$ cat config.mk
export PLATFORM = sky130hd
export DESIGN_NAME = coreedac_dec_pipe
export DESIGN_NICKNAME = d
export VERILOG_FILES = /design/src/rtl/coreedac_pkg.sv /design/src/rtl/coreedac_syndrome.sv /design/src/rtl/coreedac_dec_pipe.sv
export SDC_FILE = /design/constraint.sdc
export NUM_CORES = 1
export LEC_CHECK = 0
export CAP_MARGIN = 25
export CORE_MARGIN = 2
export CORE_UTILIZATION = 54
export CTS_CLUSTER_SIZE = 10
export DETAILED_ROUTE_END_ITERATION = 16
export PLACE_DENSITY = 0.86
export SLEW_MARGIN = 20
export SYNTH_ARGS = -nofsm -noshare
export SYNTH_HDL_FRONTEND = slang
export SYNTH_SLANG_ARGS = --single-unit
$ cat constraint.sdc
create_clock -name CLK -period 4.96 [get_ports CLK]
set_clock_uncertainty 0.2 [all_clocks]
set_input_delay 1.24 -clock CLK [delete_from_list [all_inputs] [get_ports CLK]]
set_output_delay 1.24 -clock CLK [all_outputs]
set_load 0.05 [all_outputs]
$ cat src/rtl/coreedac_pkg.sv
// coreedac_pkg
// Shared definitions for the COREEDAC (39,32) SEC-DED code. The encoder and
// the decoder both use H_COL and calc_check, so the two always agree on the
// code. Codeword layout: data in [38:7], check bits in [6:0].
//
// H_COL holds 32 distinct weight-3 columns (Hsiao form). With odd-weight
// columns, every double error yields an even, nonzero syndrome, and every
// single data error yields a weight-3 syndrome. Single check-bit errors
// yield a weight-1 syndrome. No weight-1 or weight-3 pattern is ambiguous.
package coreedac_pkg;

    localparam int DATA_W = 32;
    localparam int CHK_W  = 7;
    localparam int CODE_W = DATA_W + CHK_W;

    localparam logic [CHK_W-1:0] H_COL [0:DATA_W-1] = '{
        7'h07, 7'h38, 7'h43, 7'h1C, 7'h0B, 7'h13, 7'h23, 7'h0D,
        7'h15, 7'h25, 7'h45, 7'h19, 7'h29, 7'h49, 7'h31, 7'h51,
        7'h61, 7'h0E, 7'h16, 7'h26, 7'h46, 7'h1A, 7'h2A, 7'h4A,
        7'h32, 7'h52, 7'h62, 7'h2C, 7'h4C, 7'h34, 7'h54, 7'h58
    };

    // Decoded word as it leaves the classification stage.
    typedef struct packed {
        logic [DATA_W-1:0] data;
        logic              sbe;
        logic              dbe;
    } dec_res_t;

    // Check bit j is the XOR of every data bit i whose column has bit j set.
    function automatic logic [CHK_W-1:0] calc_check(input logic [DATA_W-1:0] data);
        logic [CHK_W-1:0] chk;
        chk = '0;
        for (int i = 0; i < DATA_W; i++) begin
            if (data[i]) chk = chk ^ H_COL[i];
        end
        return chk;
    endfunction

endpackage

$ cat src/rtl/coreedac_syndrome.sv
// coreedac_syndrome
// Combinational syndrome generator: recompute check bits from the received
// data and XOR with the received check bits. A zero syndrome means no error.
// Ports:
//   data  in  DATA_W  received data bits
//   chk   in  CHK_W   received check bits
//   syn   out CHK_W   syndrome
module coreedac_syndrome
    import coreedac_pkg::*;
(
    input  logic [DATA_W-1:0] data,
    input  logic [CHK_W-1:0]  chk,
    output logic [CHK_W-1:0]  syn
);

    assign syn = calc_check(data) ^ chk;

endmodule

$ cat src/rtl/coreedac_dec_pipe.sv
// coreedac_dec_pipe
// Two-stage pipelined SEC-DED decoder for the COREEDAC (39,32) code.
//   Stage 1: register data and syndrome.
//   Stage 2: classify the syndrome, correct a single data-bit error, and
//            register the results into the outputs.
// The whole pipe advances together when the output register is empty or
// being drained (adv). in_ready is adv, so it depends combinationally on
// out_ready.
//
// Optional feature: define COREEDAC_ERRCNT_EN to build the saturating
// sbe/dbe counters and cnt_clr. When it is undefined, the counters read 0
// and cnt_clr is ignored.
//
// Ports:
//   CLK, RSTN          clock; synchronous active-low reset
//   in_valid/in_ready  input handshake; in_code = {data[31:0], check[6:0]}
//   out_valid/out_ready output handshake
//   out_data           corrected data (raw data when out_dbe is set)
//   out_sbe, out_dbe   single error corrected / uncorrectable error
//   cnt_clr            clear both counters
//   sbe_cnt, dbe_cnt   saturating counts of accepted sbe/dbe words
module coreedac_dec_pipe
    import coreedac_pkg::*;
#(
    parameter int CNT_W = 16
) (
    input  logic              CLK,
    input  logic              RSTN,
    input  logic              in_valid,
    output logic              in_ready,
    input  logic [CODE_W-1:0] in_code,
    output logic              out_valid,
    input  logic              out_ready,
    output logic [DATA_W-1:0] out_data,
    output logic              out_sbe,
    output logic              out_dbe,
    input  logic              cnt_clr,
    output logic [CNT_W-1:0]  sbe_cnt,
    output logic [CNT_W-1:0]  dbe_cnt
);

    logic              adv;
    logic [2:1]        vld_pipe;   // [1] = stage 1, [2] = output stage
    logic [DATA_W-1:0] s1_data;
    logic [CHK_W-1:0]  s1_syn;
    logic [CHK_W-1:0]  syn;
    logic [DATA_W-1:0] flip;
    logic              syn_onehot;
    dec_res_t          res;

    assign adv       = !vld_pipe[2] || out_ready;
    assign in_ready  = adv;
    assign out_valid = vld_pipe[2];

    coreedac_syndrome u_syn (
        .data (in_code[CODE_W-1:CHK_W]),
        .chk  (in_code[CHK_W-1:0]),
        .syn  (syn)
    );

    // Stage 1. Valid bits shift on every advance so bubbles move through too.
    always_ff @(posedge CLK) begin
        if (!RSTN) begin
            vld_pipe <= '0;
            s1_data  <= '0;
            s1_syn   <= '0;
        end else if (adv) begin
            vld_pipe <= {vld_pipe[1], in_valid};
            if (in_valid) begin
                s1_data <= in_code[CODE_W-1:CHK_W];
                s1_syn  <= syn;
            end
        end
    end

    // Classification. Columns are distinct, so at most one flip bit is set.
    // A weight-1 syndrome is a check-bit error, and the data passes through.
    // Anything else that is nonzero is uncorrectable.
    always_comb begin
        flip = '0;
        res  = '0;
        for (int i = 0; i < DATA_W; i++) begin
            flip[i] = (s1_syn == H_COL[i]);
        end
        syn_onehot = (s1_syn != '0) && ((s1_syn & (s1_syn - CHK_W'(1))) == '0);
        res.sbe    = (|flip) || syn_onehot;
        res.dbe    = (s1_syn != '0) && !res.sbe;
        res.data   = s1_data ^ flip;
    end

    // Output stage. It holds while stalled.
    always_ff @(posedge CLK) begin
        if (!RSTN) begin
            out_data <= '0;
            out_sbe  <= 1'b0;
            out_dbe  <= 1'b0;
        end else if (adv && vld_pipe[1]) begin
            out_data <= res.data;
            out_sbe  <= res.sbe;
            out_dbe  <= res.dbe;
        end
    end

`ifdef COREEDAC_ERRCNT_EN
    logic fire;
    assign fire = out_valid && out_ready;

    // A clear beats an increment in the same cycle. Both counters stick at all-ones.
    always_ff @(posedge CLK) begin
        if (!RSTN) begin
            sbe_cnt <= '0;
            dbe_cnt <= '0;
        end else if (cnt_clr) begin
            sbe_cnt <= '0;
            dbe_cnt <= '0;
        end else if (fire) begin
            if (out_sbe && !(&sbe_cnt)) sbe_cnt <= sbe_cnt + CNT_W'(1);
            if (out_dbe && !(&dbe_cnt)) dbe_cnt <= dbe_cnt + CNT_W'(1);
        end
    end
`else
    logic unused_cnt_clr;
    assign unused_cnt_clr = cnt_clr;
    assign sbe_cnt = '0;
    assign dbe_cnt = '0;
`endif

endmodule
== Word-level counts from Yosys, hierarchy flattened ==
Cells that the tools add are included.
Storage, ports and cells
  logic and storage cells: 116
  input port bits: 44
  output and inout port bits: 68
  flip-flop bits (word level): 75
Cells by class
  eq/ne operators: 32
  reduce and logical (&&, ||, !) cells: 11
  muxes and demuxes: 32
  add/sub/neg operators: 1
  bitwise operators: 34
Operators by type and width (number)
  NOT 3 bit: 29
  == test 7 bit, second input constant: 12
  2-to-1 mux 7 bit: 12
  == test 7 x 6 -> 1 bit, second input constant: 10
  2-to-1 mux 6 bit: 10
  == test 7 x 5 -> 1 bit, second input constant: 6
  OR reduction 32 bit: 1
  XOR 32 bit: 1
  2-to-1 mux 5 bit: 6
  == test 7 x 4 -> 1 bit, second input constant: 3
  2-to-1 mux 4 bit: 3
  bitwise AND 7 bit: 1
  == test 7 x 3 -> 1 bit, second input constant: 1
  logical NOT 7 bit: 1
  nonzero test 7 bit: 1
  subtractor 7 x 1 -> 7 bit, second input constant: 1
  XOR 7 bit: 1
  logical AND 1 bit: 3
  2-to-1 mux 3 bit: 1
  NOT 1 -> 3 bit, first input constant: 1
  NOT 2 -> 3 bit: 1
  logical NOT 1 bit: 2
  logical OR 1 bit: 2
  AND reduction 2 bit: 1

== Logic depth before layout (Yosys ltp) ==
  depth in word-level cells: 63
  mapped depth: 8
  mapped depth without buffers: 6

== Cells and area by module ==
A second synthesis with hierarchy kept.
Second synthesis, totals
  cells, all modules: 539
  area, all modules: 4687.0 um2
Modules (own cells, without submodules)
  coreedac_dec_pipe: instances 1, area each 3907.5 um2, seq. area each 1501.4 um2, cells each 485
  coreedac_syndrome: instances 1, area each 779.5 um2, seq. area each 0.0 um2, cells each 54

== Least setup slack after synthesis ==
Ideal clock, no wire load.
  path type: in2out
  start: input out_ready
  end: output in_ready
  setup slack: 1879 ps
  cell stages on the path: 2
  path buffers: 0
  required time: 3520 ps
  data arrival time: 1641 ps
  cells stage by stage: nor2b_1 inv_1
On the way
  cells in the longest elaborated chain, start to end: 1
Ends and longest elaborated chain
  start, declared: line coreedac_dec_pipe.sv:33  | input logic out_ready,
  logical OR 1 bit: line coreedac_dec_pipe.sv:51  | assign adv = !vld_pipe[2] || out_ready;
  end, declared: line coreedac_dec_pipe.sv:30  | output logic in_ready,
Every way passes these cells.

== Worst setup path in the final report ==
Same ends and word-level chain as after synthesis.

==> qor.json <==
{
  "placedCellCount": 684,
  "synth_area_mm2": 0.00453,
  "postCtsSetupRepairBufs": 0,
  "worstPathMaxFanout": 4,
  "portBuffers": 78,
  "synth-simple-area-share_pct": 20.3,
  "dieWidth_um": 95.6,
  "synth_top_family_by_area": "XOR/XNOR gates",
  "standby_leakage_power_uw": 0.00200,
  "finalSetupTns_ns": 0,
  "grt_start_max_net_pins": 40,
  "slew_headroom_pct": 36.2,
  "post-dp-hpwl_mm": 8.08,
  "clock_latency_ns": 0.35,
  "run_status": "finished clean",
  "timing.critical_path.from_type": "input pin",
  "layout.nets": 634,
  "synth-edff-count": 0,
  "synth_cell_types": 49,
  "drt-total-wl_mm": 10.7,
  "effective_utilization_at_floorplan_pct": 55.4,
  "area.sequential_mm2": 0.00150,
  "fill_cells": 717,
  "worst_hold_startpoint": "s1_data[31]",
  "setup_ws_ns": 0.850,
  "ys_dominant_reg_cell": "dfxtp_1",
  "clockRootBuffer": "clkbuf_8",
  "post_route_cells_drive_above_1_share_pct": 5.38,
  "share_of_synthesized_cell_area_in_full_adder_half_adder_and_majority_cells_pct": 0.221,
  "drt_pass1_iterations": 5,
  "cp_data_required_time_ns": 3.52,
  "timing.reg2reg.worst_path_depth": 5,
  "r2r-start": "s1_syn[0]",
  "core_area_mm2": 0.00818,
  "criticalPathCategory": "input pin to output pin",
  "antenna_diode_count": 0,
  "clock_input_transition_at_the_sequential_cells_of_the_worst_setup_and_hold_paths_ns": 0.07,
  "synth_compound_gate_area_share_pct": 13.5,
  "max-cap-violations": 0,
  "yosysWarnings": 0,
  "globalRoute.totalOverflow": 0,
  "avgViaCountPerCell": 5.40,
  "fin_crit_sh_pct": 82.9,
  "p_per_area_mw_per_mm2": 342,
  "die-area_mm2": 0.00913,
  "grt_pass1_vias": 3354,
  "cts_made_buffers": 9,
  "clock_tree_from_tritoncts": "built",
  "final-max-slew-violation-count": 0,
  "place_congestion": 0.893,
  "setup-violations-final": 0,
  "synth.avg_cell_area_um2": 8.49,
  "regToRegEndpoint": "out_dbe",
  "dieHeight_um": 95.6,
  "num_rows": 33,
  "syn_inst": 533,
  "postCtsHoldBufs": 0,
  "max_slew.worst_pin.slew_ns": 0.955,
  "ant_nets_after_route": 0,
  "area_growth_pct": 18.3,
  "multiInputGateArea_mm2": 0.00272,
  "grt_setup_unrepaired": "no",
  "globalRouteTotalUtil_pct": 23.7,
  "floorplan.io_pins": 112,
  "period_needed_ns": 4.11,
  "fmax_mhz": 243,
  "synth.ff_latch_count": 75,
  "ctsLongestPathBuffers": 2,
  "regToRegSetupSlack_ns": 2.32,
  "via_count": 3779,
  "route.detailed.wl_per_inst_um": 15.3,
  "worstHoldEndpoint": "s1_data[31]",
  "grt_pass1_wl_mm": 16.3,
  "yosys.area_share.xor_xnor_pct": 23.2,
  "final_cells": 700,
  "drt_iter0_markers": 330,
  "h_tree_lvl_count": 3,
  "irDropWorstVdd_mv": 0.155,
  "drcViolationCount": 0,
  "number_of_antenna_violations_at_the_first_check_in_global_routing": 0,
  "post-place-ws_ns": 0.852,
  "ys_async_sr_fraction_pct": 0,
  "cts_sinks": 75,
  "timing.critical_path.to_type": "output pin",
  "hold_path_depth": 2,
  "synth-seq-area-share_pct": 33.2,
  "cts.repair.resized": 0,
  "critPathArrivalTime_ns": 2.67,
  "hold_viol": 0,
  "synth.mux.area_fraction_pct": 0.221,
  "timing.hold.worst.class": "flop to flop"
}
==> state kept, by name, indices dropped and copies added, names as in the netlist <==
name	count
out_data	32
out_dbe	1
out_sbe	1
s1_data	32
s1_syn	7
vld_pipe	2
==> worst max-delay path: stages <==
cell             delay (ns)
clkdlybuf4s50_1        0.46
nor2b_1                0.06
inv_1                  0.10
clkdlybuf4s50_1        0.81
==> cell families after synthesis <==
logic type | count (synthesis)
AO/OA/AOI/OAI | 96
multiplexers | 1
XOR/XNOR | 96
flip-flops | 75
adder cells (fa/ha/maj) | 1
other | 1
AND/OR/NAND/NOR | 190
buffers and inverters | 73
==> report_power, final <==
group          leakage [uW]  switching, uW  internal, uW
Combinational       0.00131            379           289
Clock             0.0000791            222           179
Sequential         0.000618            107           653
Total               0.00200            708          1120
==> cell usage in the layout, fill, tap and decap left out, types with 14 or more instances in the layout <==
cell type / n
dfxtp_1: 75
xor2_1: 36
conb_1: 32
xnor3_1: 14
clkdlybuf4s50_1: 78
nand2_1: 93
nor2_1: 40
a211oi_1: 34
a21oi_1: 39
xnor2_1: 45
==> cell usage after synthesis (3+ instances only) <==
cell type / count / area (um^2)
nand2_1: 93 / 349
dfxtp_1: 75 / 1500
xnor2_1: 45 / 394
nor2_1: 40 / 150
a21oi_1: 39 / 195
buf_4: 37 / 278
xor2_1: 36 / 315
a211oi_1: 34 / 255
clkbuf_1: 16 / 60.1
xnor3_1: 14 / 315
nand4_1: 10 / 62.6
buf_2: 9 / 45.0
nand3_1: 9 / 45.0
nor2b_1: 9 / 56.3
o21ai_0: 9 / 45.0
and2_1: 5 / 31.3
buf_1: 5 / 18.8
and4bb_2: 4 / 50.1
inv_1: 4 / 15.0
nor3b_1: 3 / 22.5
o211ai_1: 3 / 22.5
==> stage by stage <==
step	instance area (um^2)	hold slack, ns	util, %	power, uW
after detailed placement	5190	0.256	63.5	1430
after floorplan	4640	0.241	-	1280
after global placement	5190	0.252	63.5	1420
after CTS	5350	0.266	65.4	1820
final	5350	0.266	65.5	1830
after global routing	5350	0.290	65.5	1910
==> layer usage <==
layer	vias to the layer above	global-route usage (%)	wire length, um	part of all wire [%]
met2	173	36.0	4830	45
met4	0	9.52	245	2.3
met5	-	0	0	0
met1	1723	32.6	4840	45
met3	23	5.30	814	7.6
li1	1860	-	-	-
==> final cells by class <==
class	instances	share of cell area, %
inverters	5	0.351
well taps	105	2.45
clock inverters	5	0.561
multi-input cells	416	50.9
flip-flops and latches	75	28.0
clock buffers	11	2.45
repair buffers	83	15.3
==> worst max-delay path by stage <==
stage	slack, ns	from	end
2_1_floorplan	1.88	out_ready	in_ready
3_3_place_gp	0.87	out_ready	in_ready
3_5_place_dp	0.85	out_ready	in_ready
4_1_cts	0.85	out_ready	in_ready
5_1_grt	0.81	out_ready	in_ready
6_report	0.85	out_ready	in_ready
(Power assumes the default switching activity.)
